`src/rtl/kmkz_writeback_pkg.sv`:
```
// kmkz_writeback_pkg
//   Shared encodings for the Kamikaze-uRV writeback stage: load/store size
//   codes (funct3), destination-value source selects, writeback FSM states
//   and the layout of a retired register-file write.
package kmkz_writeback_pkg;

    // funct3 load/store sizes; bit 2 set means zero-extend
    localparam logic [2:0] LDST_B  = 3'd0;
    localparam logic [2:0] LDST_H  = 3'd1;
    localparam logic [2:0] LDST_L  = 3'd2;
    localparam logic [2:0] LDST_BU = 3'd4;
    localparam logic [2:0] LDST_HU = 3'd5;

    localparam logic [1:0] RD_SOURCE_ALU      = 2'd0;
    localparam logic [1:0] RD_SOURCE_SHIFTER  = 2'd1;
    localparam logic [1:0] RD_SOURCE_MULTIPLY = 2'd2;
    localparam logic [1:0] RD_SOURCE_CSR      = 2'd3;

    // IDLE: no data phase outstanding / completing on the bus
    // WAIT: data phase wait-stated by the slave
    // HELD: data phase finished under a pipeline stall; bus result captured
    typedef enum logic [1:0] {
        WB_IDLE = 2'd0,
        WB_WAIT = 2'd1,
        WB_HELD = 2'd2
    } wb_state_t;

    typedef struct packed {
        logic [4:0]  rd;
        logic [31:0] value;
        logic        write;
    } wb_write_t;

endpackage

```
`src/rtl/kmkz_load_align.sv`:
```
// kmkz_load_align
//   Combinational load-data alignment: picks the byte/halfword lane addressed
//   by the low address bits and sign- or zero-extends it to 32 bits.
//   i_fun   : funct3 load size/sign
//   i_off   : byte offset within the word (address[1:0])
//   i_data  : raw 32-bit bus read data
//   o_value : aligned, extended load result
module kmkz_load_align
    import kmkz_writeback_pkg::*;
(
    input  logic [2:0]  i_fun,
    input  logic [1:0]  i_off,
    input  logic [31:0] i_data,
    output logic [31:0] o_value
);

    logic [7:0]  w_byte;
    logic [15:0] w_half;

    always_comb begin
        w_byte = i_data[7:0];
        case (i_off)
            2'd1:    w_byte = i_data[15:8];
            2'd2:    w_byte = i_data[23:16];
            2'd3:    w_byte = i_data[31:24];
            default: w_byte = i_data[7:0];
        endcase
    end

    // halfword lane is chosen by off[1]; off[0] is assumed zero
    assign w_half = i_off[1] ? i_data[31:16] : i_data[15:0];

    always_comb begin
        o_value = i_data;
        case (i_fun)
            LDST_B:  o_value = {{24{w_byte[7]}}, w_byte};
            LDST_BU: o_value = {24'd0, w_byte};
            LDST_H:  o_value = {{16{w_half[15]}}, w_half};
            LDST_HU: o_value = {16'd0, w_half};
            default: o_value = i_data;
        endcase
    end

endmodule

```
`src/rtl/kmkz_writeback.sv`:
```
// kmkz_writeback
//   Writeback stage: completes the AHB-Lite data phase of loads/stores,
//   aligns load data, selects the destination value and drives the
//   register-file write port. Keeps a registered copy of the last retired
//   write for bypassing and a sticky bus-error flag.
//   clk_i/rst_i          : clock, synchronous active-low reset
//   w_stall_i            : pipeline stall, blocks retirement
//   w_stall_req_o        : data phase is wait-stated
//   x_*                  : registered outputs of the execute stage
//   HRDATA/HREADY/HRESP  : AHB data-phase response
//   rf_rd_*              : register-file write port (combinational)
//   w_bypass_rd_*        : last retired write, registered
//   w_bus_error_o        : sticky, set by any data phase answered with HRESP=1
module kmkz_writeback
    import kmkz_writeback_pkg::*;
(
    input  logic        clk_i,
    input  logic        rst_i,
    input  logic        w_stall_i,
    output logic        w_stall_req_o,
    input  logic [2:0]  x_fun_i,
    input  logic        x_load_i,
    input  logic        x_store_i,
    input  logic        x_valid_i,
    input  logic [4:0]  x_rd_i,
    input  logic        x_rd_write_i,
    input  logic [31:0] x_rd_value_i,
    input  logic [1:0]  x_rd_source_i,
    input  logic [31:0] x_shifter_rd_value_i,
    input  logic [31:0] x_multiply_rd_value_i,
    input  logic [31:0] x_dm_addr_i,
    input  logic [31:0] HRDATA,
    input  logic        HREADY,
    input  logic        HRESP,
    output logic [4:0]  rf_rd_o,
    output logic [31:0] rf_rd_value_o,
    output logic        rf_rd_write_o,
    output logic [4:0]  w_bypass_rd_o,
    output logic [31:0] w_bypass_rd_value_o,
    output logic        w_bypass_rd_write_o,
    output logic        w_bus_error_o
);

    wb_state_t   r_state, w_state_nxt;
    logic [31:0] r_hrdata;
    logic        r_hresp;
    logic        r_bus_error;
    wb_write_t   r_bypass;

    logic        w_mem, w_held, w_resp, w_phase_done, w_retire, w_load_err;
    logic [31:0] w_rdata, w_load_value, w_rd_value;
    logic        w_unused_addr;

    // exec guarantees natural alignment, so only the lane bits matter
    assign w_unused_addr = &{1'b0, x_dm_addr_i[31:2]};

    assign w_mem  = (x_load_i | x_store_i) & x_valid_i;
    assign w_held = (r_state == WB_HELD);

    // once HELD, the bus has moved on: use the captured response
    assign w_rdata = w_held ? r_hrdata : HRDATA;
    assign w_resp  = w_held ? r_hresp  : HRESP;

    // data phase finishing on the bus this very cycle
    assign w_phase_done = w_mem & ~w_held & HREADY;

    assign w_retire = rst_i & x_valid_i & ~w_stall_i & (~w_mem | w_held | HREADY);

    assign w_load_err = x_load_i & w_resp;

    assign w_stall_req_o = w_mem & ~HREADY & ~w_held;

    kmkz_load_align u_align (
        .i_fun   (x_fun_i),
        .i_off   (x_dm_addr_i[1:0]),
        .i_data  (w_rdata),
        .o_value (w_load_value)
    );

    always_comb begin
        w_rd_value = x_rd_value_i;
        if (x_load_i) begin
            w_rd_value = w_load_value;
        end else begin
            case (x_rd_source_i)
                RD_SOURCE_SHIFTER:  w_rd_value = x_shifter_rd_value_i;
                RD_SOURCE_MULTIPLY: w_rd_value = x_multiply_rd_value_i;
                default:            w_rd_value = x_rd_value_i;
            endcase
        end
    end

    assign rf_rd_o       = x_rd_i;
    assign rf_rd_value_o = w_rd_value;
    assign rf_rd_write_o = w_retire & x_rd_write_i & ~x_store_i &
                           (x_rd_i != 5'd0) & ~w_load_err;

    always_comb begin
        w_state_nxt = r_state;
        case (r_state)
            WB_IDLE, WB_WAIT: begin
                if (!w_mem)        w_state_nxt = WB_IDLE;
                else if (!HREADY)  w_state_nxt = WB_WAIT;
                else if (w_stall_i) w_state_nxt = WB_HELD;
                else               w_state_nxt = WB_IDLE;
            end
            WB_HELD: begin
                if (!w_stall_i) w_state_nxt = WB_IDLE;
            end
            default: w_state_nxt = WB_IDLE;
        endcase
    end

    always_ff @(posedge clk_i) begin
        if (!rst_i) begin
            r_state     <= WB_IDLE;
            r_hrdata    <= 32'd0;
            r_hresp     <= 1'b0;
            r_bus_error <= 1'b0;
            r_bypass    <= '0;
        end else begin
            r_state <= w_state_nxt;
            if (w_phase_done && w_stall_i) begin
                r_hrdata <= HRDATA;
                r_hresp  <= HRESP;
            end
            if (w_phase_done && HRESP)
                r_bus_error <= 1'b1;
            if (w_retire)
                r_bypass <= '{rd: rf_rd_o, value: rf_rd_value_o, write: rf_rd_write_o};
        end
    end

    assign w_bypass_rd_o       = r_bypass.rd;
    assign w_bypass_rd_value_o = r_bypass.value;
    assign w_bypass_rd_write_o = r_bypass.write;
    assign w_bus_error_o       = r_bus_error;

endmodule

```
`config.mk`:
```
export PLATFORM = sky130hd
export DESIGN_NAME = kmkz_writeback
export DESIGN_NICKNAME = d
export VERILOG_FILES = /design/src/rtl/kmkz_writeback_pkg.sv /design/src/rtl/kmkz_load_align.sv /design/src/rtl/kmkz_writeback.sv
export SDC_FILE = /design/constraint.sdc
export NUM_CORES = 1
export LEC_CHECK = 0
export CAP_MARGIN = 40
export CORE_MARGIN = 2
export CORE_UTILIZATION = 40
export CTS_CLUSTER_SIZE = 25
export DETAILED_ROUTE_END_ITERATION = 10
export PLACE_DENSITY_LB_ADDON = 0.2
export SLEW_MARGIN = 10
export SYNTH_ARGS = -nofsm -noshare
export SYNTH_HDL_FRONTEND = slang
export SYNTH_SLANG_ARGS = --single-unit
```
`constraint.sdc`:
```
create_clock -name clk_i -period 2.4 [get_ports clk_i]
set_input_delay 0.24 -clock clk_i [delete_from_list [all_inputs] [get_ports clk_i]]
set_output_delay 0.24 -clock clk_i [all_outputs]
set_load 0.01 [all_outputs]
```
Word level (Yosys, flattened, before mapping)
Index checks and enable logic that the tools add are counted.
{"block": "totals", "register_bits": 74, "out_inout_bits": 78, "word_cells": 58}
{"block": "op_classes", "n_eq_ne": 11, "muxes": 12, "bitwise_logic": 22, "n_reduce_logical": 6}
{"op": "32-bit case mux with 4 select lines", "count": 1}
{"op": "32-bit two-way mux", "count": 2}
{"op": "32-bit case mux with 2 select lines", "count": 1}
{"op": "8-bit case mux with 3 select lines", "count": 1}
{"op": "16-bit two-way mux", "count": 1}
{"op": "1-bit bitwise AND", "count": 13}
{"op": "2-bit == test (second input constant)", "count": 4}
{"op": "2-bit two-way mux", "count": 4}
{"op": "2-bit by 1-bit == test with 1-bit output (second input constant)", "count": 3}
{"op": "3-bit == test (second input constant)", "count": 2}
{"op": "1-bit NOT", "count": 6}
{"op": "5-bit nonzero test", "count": 1}
{"op": "2-bit case mux with 2 select lines", "count": 1}
{"op": "3-bit by 1-bit == test with 1-bit output (second input constant)", "count": 1}
{"op": "3-bit zero test", "count": 1}
{"op": "1-bit OR", "count": 3}
{"op": "1-bit logical AND", "count": 2}
{"op": "2-bit zero test", "count": 1}
{"op": "2-bit inequality test (second input constant)", "count": 1}
{"op": "2-bit OR reduction", "count": 1}
{"op": "1-bit two-way mux", "count": 1}

Longest topological paths before layout
{"block": "logic_depth", "word_depth": 10, "depth_mapped": 10}

Hierarchy
Synthesis repeated with hierarchy kept, for this count alone.
{"block": "unflattened", "hier_cells": 702, "area_unflattened_um2": 4814.6}
{"module": "kmkz_writeback", "n_inst": 1, "cells_per_inst": 591, "area_each_um2": 4146.5, "seq_area_each_um2": 1481.4}
{"module": "kmkz_load_align", "n_inst": 1, "cells_per_inst": 111, "area_each_um2": 668.1, "seq_area_each_um2": 0.0}

Worst setup path before layout
OpenSTA, ideal clock, no wires.
{"block": "synth_timing", "path_type": "input-to-output", "start": "input x_rd_source_i[0]", "end": "output rf_rd_value_o[5]", "arrival_ps": 1924, "path_slack_ps": 236, "stages": 9, "n_path_buf": 3, "cell_sequence": "inv_1 -> ha_1 -> clkbuf_1 -> buf_1 -> buf_1 -> nor2_1 -> a21oi_1 -> nor2_1 -> or2_2"}
{"block": "synth_via", "elab_chain_len": 3}
{"item": "start: declaration", "line": "kmkz_writeback.sv:28", "text": "input logic [1:0] x_rd_source_i,"}
{"item": "2-bit == test / 2-bit by 1-bit == test with 1-bit output (equally long branches)", "line": "kmkz_writeback.sv:85", "text": "case (x_rd_source_i)"}
{"item": "32-bit case mux with 2 select lines (*)", "line": "kmkz_writeback.sv:85"}
{"item": "32-bit two-way mux (*)", "line": "kmkz_writeback.sv:82", "text": "if (x_load_i) begin"}
{"item": "end: declaration", "line": "kmkz_writeback.sv:36", "text": "output logic [31:0] rf_rd_value_o,"}
Mark *: on every way between the ends. The rest lies on a longest branch, timed or not.

Final worst setup path
{"block": "layout_timing", "start": "register r_state[0]", "end": "output rf_rd_value_o[26]"}
{"block": "layout_via", "elab_chain_len": 5}
{"item": "start: declaration", "line": "kmkz_writeback.sv:44", "text": "wb_state_t r_state, w_state_nxt;"}
{"item": "start signal: assignment", "line": "kmkz_writeback.sv:122", "text": "r_state <= w_state_nxt;"}
{"item": "2-bit == test (*)", "line": "kmkz_writeback.sv:58", "text": "assign w_held = (r_state == WB_HELD);"}
{"item": "32-bit two-way mux (*)", "line": "kmkz_writeback.sv:61", "text": "assign w_rdata = w_held ? r_hrdata : HRDATA;"}
{"item": "8-bit case mux with 3 select lines / 16-bit two-way mux (equally long branches)", "line": "kmkz_load_align.sv:22, kmkz_load_align.sv:31"}
{"item": "32-bit case mux with 4 select lines (*)", "line": "kmkz_load_align.sv:35", "text": "case (i_fun)"}
{"item": "32-bit two-way mux (*)", "line": "kmkz_writeback.sv:82"}
Marked as above.

==> metrics.md <==
| Metric | Value |
|---|---|
| Hold crit path type | reg2reg |
| First-pass GRT wire length | 32190 um |
| Pins Over Slew Limit | 0 |
| Final Cell Area | 8831 um^2 |
| Core Area | 11420 um^2 |
| Post-synth ARST share | 0% |
| Largest stage delay, worst path | 540 ps |
| Yosys warns | 0 |
| Total wire length | 20610 um |
| Worst-path cell chain | nand2b_4, mux4_2, a31oi_1, a21boi_4, buf_12, buf_16, a21oi_2, buf_2 |
| WP data required | 2160 ps |
| Peak VDD IR | 0.4342 mV |
| Library cells used by synthesis | 43 |
| Clock Path Buffers | 2 |
| I/O pins | 257 |
| Synth Register Bits | 74 |
| Critical Path AT | 2270 ps |
| Number of flops mapped to enable cells by yosys | 0 |
| DRC violations left | 0 |
| Die width | 112.3 um |
| Vias/cell | 5.666 |
| Initial Utilization | 41.08% |
| Slew HR | 66.94% |
| Layout area overhead | 88.26% |
| Critical Path Fanout Max | 9 |
| Die area | 12610 um^2 |
| RePlAce Congestion | 0.9239 |
| DP Area | 7605 um^2 |
| Clock-pin slew on the worst setup and hold paths | 60 ps |
| Pwr/cell area | 498.1 nW/um^2 |
| Worst-skew pair later-pin latency | 340 ps |
| CTS tree | yes |
| Critical Path Source Type | flip-flop |
| Synth top cells by count | nand2_1 (120), dfxtp_1 (74), nor2_1 (59) |
| Dpl hpwl | 14500 um |
| Fin Setup TNS | -1998 ps |
| Final nets | 1097 |
| Max-cap violation count | 0 |
| Area share of the largest cell type after synthesis | 31.58% |
| Area leader, netlist | dfxtp_1 |
| RSZ-0062 raised after global routing | true |
| Setup Viol. Count Final | 25 |
| Number of CTS-inserted buffers | 9 |
| Grt ovf | 0 |
| Core Rows | 39 |
| Die Height | 112.3 um |
| Share of cells above drive strength 1 | 25.95% |
| Vias in the first global route | 6100 |
| Failing checks | negative setup slack |
| Final Hold Fails | 0 |
| Synth Flop Type | dfxtp_1 |
| Largest net degree at the start of global routing | 53 |
| Initial antenna violation count | 0 |
| Diodes inserted | 0 |
| Most common cell in the netlist | nand2_1 |
| Run status | finished with violations |
| Sequential share of the synthesized area | 31.58% |
| Largest cells by area after synthesis | dfxtp_1 (32%), nand2_1 (9.6%), mux2i_1 (6.6%) |
| Final period util | 104.8% |
| Mapped Avg Cell Area | 7.517 um^2 |
| Antenna-violating nets left | 0 |
| Routed length per placed instance | 19.37 um |
| # clock sinks | 74 |
| Port Buffers | 226 |
| Hold-fix buffers, CTS | 0 |
| Slowest stage cell, crit path | mux4_2 |
| Skew final | 6.443 ps |
| Post-Synthesis Cells | 624 |
| 1st-iter DRT viols | 419 |
| CP Capture Type | output pin |
| Setup CP Type | reg2out |
| DR vias | 6029 |
| Peak Freq | 0.3978 GHz |
| Synthesized area | 4691 um^2 |
| CTS H-tree depth | 3 |
| Clock Tree Root | clkbuf_16 |
| Post-route setup slack | -114.1 ps |
| Net count after synthesis | 805 |
| Least-Margin Pin Slew | 494.1 ps |
| Total track usage | 31.93% |
| DR pass1 iterations | 5 |
| Minimum clock period | 2514 ps |
| Leakage | 3.454 nW |
state kept, by name, summed over array words and instances, names as in the netlist:
signal	count
w_bypass_rd_write_o	1
w_bypass_rd_value_o	32
w_bypass_rd_o	5
r_hrdata	32
r_state	2
r_hresp	1
w_bus_error_o	1
placed cells by master, fill, tap and decap left out, drive strengths merged, types with 2 or more instances in the layout:
cell type and count:
clkdlybuf4s50 190, buf 145, nand2 120, dfxtp 74, nor2 59, a21oi 45
a21boi 39, a22oi 33, mux2i 31, a22o 22, o21ai 21, nand2b 18
a31oi 18, clkbuf 12, a21o 10, nor3 9, a211oi 9, o211a 7
o22a 7, a32oi 7, or2 7, inv 5, and2 4, nor2b 4
bufinv 3, o211ai 2, o22ai 2, nand3 2, and3 2, dlygate4sd2 2
nor3b 2, ha 2
metal layers:
layer / part of all wire [%] / up-vias / global-route usage (%)
met5: 0 / - / 0
met4: 3.7 / 0 / 13.17
met3: 6.3 / 61 / 5.454
met2: 50 / 268 / 54.58
met1: 40 / 2882 / 39.95
li1: - / 2818 / -
metrics by stage:
stage                     power [mW]  utilization (%)  hold slack [ps]  cells  worst slack, ps
after floorplan                1.836                -            317.3    624            236.1
after global placement         2.556            66.60            437.0   1021           -347.8
after detailed placement       2.578            66.60            445.4   1021           -377.7
after CTS                      4.313            75.44            458.4   1059           -123.9
after global routing           4.551            77.34            471.2   1064           -191.3
final                          4.398            77.34            453.3   1064           -114.1
report_power, final:
part | switching (mW) | internal (mW)
clock network | 0.525 | 1.07
logic | 0.670 | 0.818
registers | 0.0328 | 1.28
total | 1.23 | 3.17
worst paths after layout:
path | cells past startpoint | slack (ps) | from | endpoint
worst max-delay path | 8 | -110 | r_state[0] | rf_rd_value_o[26]
worst max register to register | 10 | 140 | r_state[0] | w_bypass_rd_value_o[25]
worst min-delay path | 2 | 450 | w_bypass_rd_value_o[25] | w_bypass_rd_value_o[25]
worst min register to register | 2 | 450 | w_bypass_rd_value_o[25] | w_bypass_rd_value_o[25]
logic make-up after synthesis:
logic type	synth area share, %
AO/OA/AOI/OAI	34.01
adder cells (fa/ha/maj)	0.5334
buffers and inverters	5.841
flip-flops	31.58
multiplexers	7.095
AND/OR/NAND/NOR	20.94
repair_timing:
action / CTS / global route
endpoints found under the hold margin: 0 / 0
setup endpoints to repair: 33 / 34
gates cloned: 3 / 0
pin swaps: 14 / 10
buffers inserted: 20 / 10
gates resized for setup: 239 / 33
worst max-delay path: cells and delay by family, from the launching register on:
kind,cells,cell delay (ps)
muxes,1,540
AOI/OAI and AO/OA,3,440
buffers and inverters,3,430
DFF,1,330
and+or+nand+nor,1,190
layout make-up:
type / count / area, um^2
sequential: 74 / 1484
fill: 789 / 2587
multi-input combinational: 488 / 3513
clock inverter: 4 / 97.59
timing repair buffer: 338 / 3282
tap: 143 / 178.9
clock buffer: 12 / 256.5
inverter: 5 / 18.77
Power figures use the tool's default switching activity.
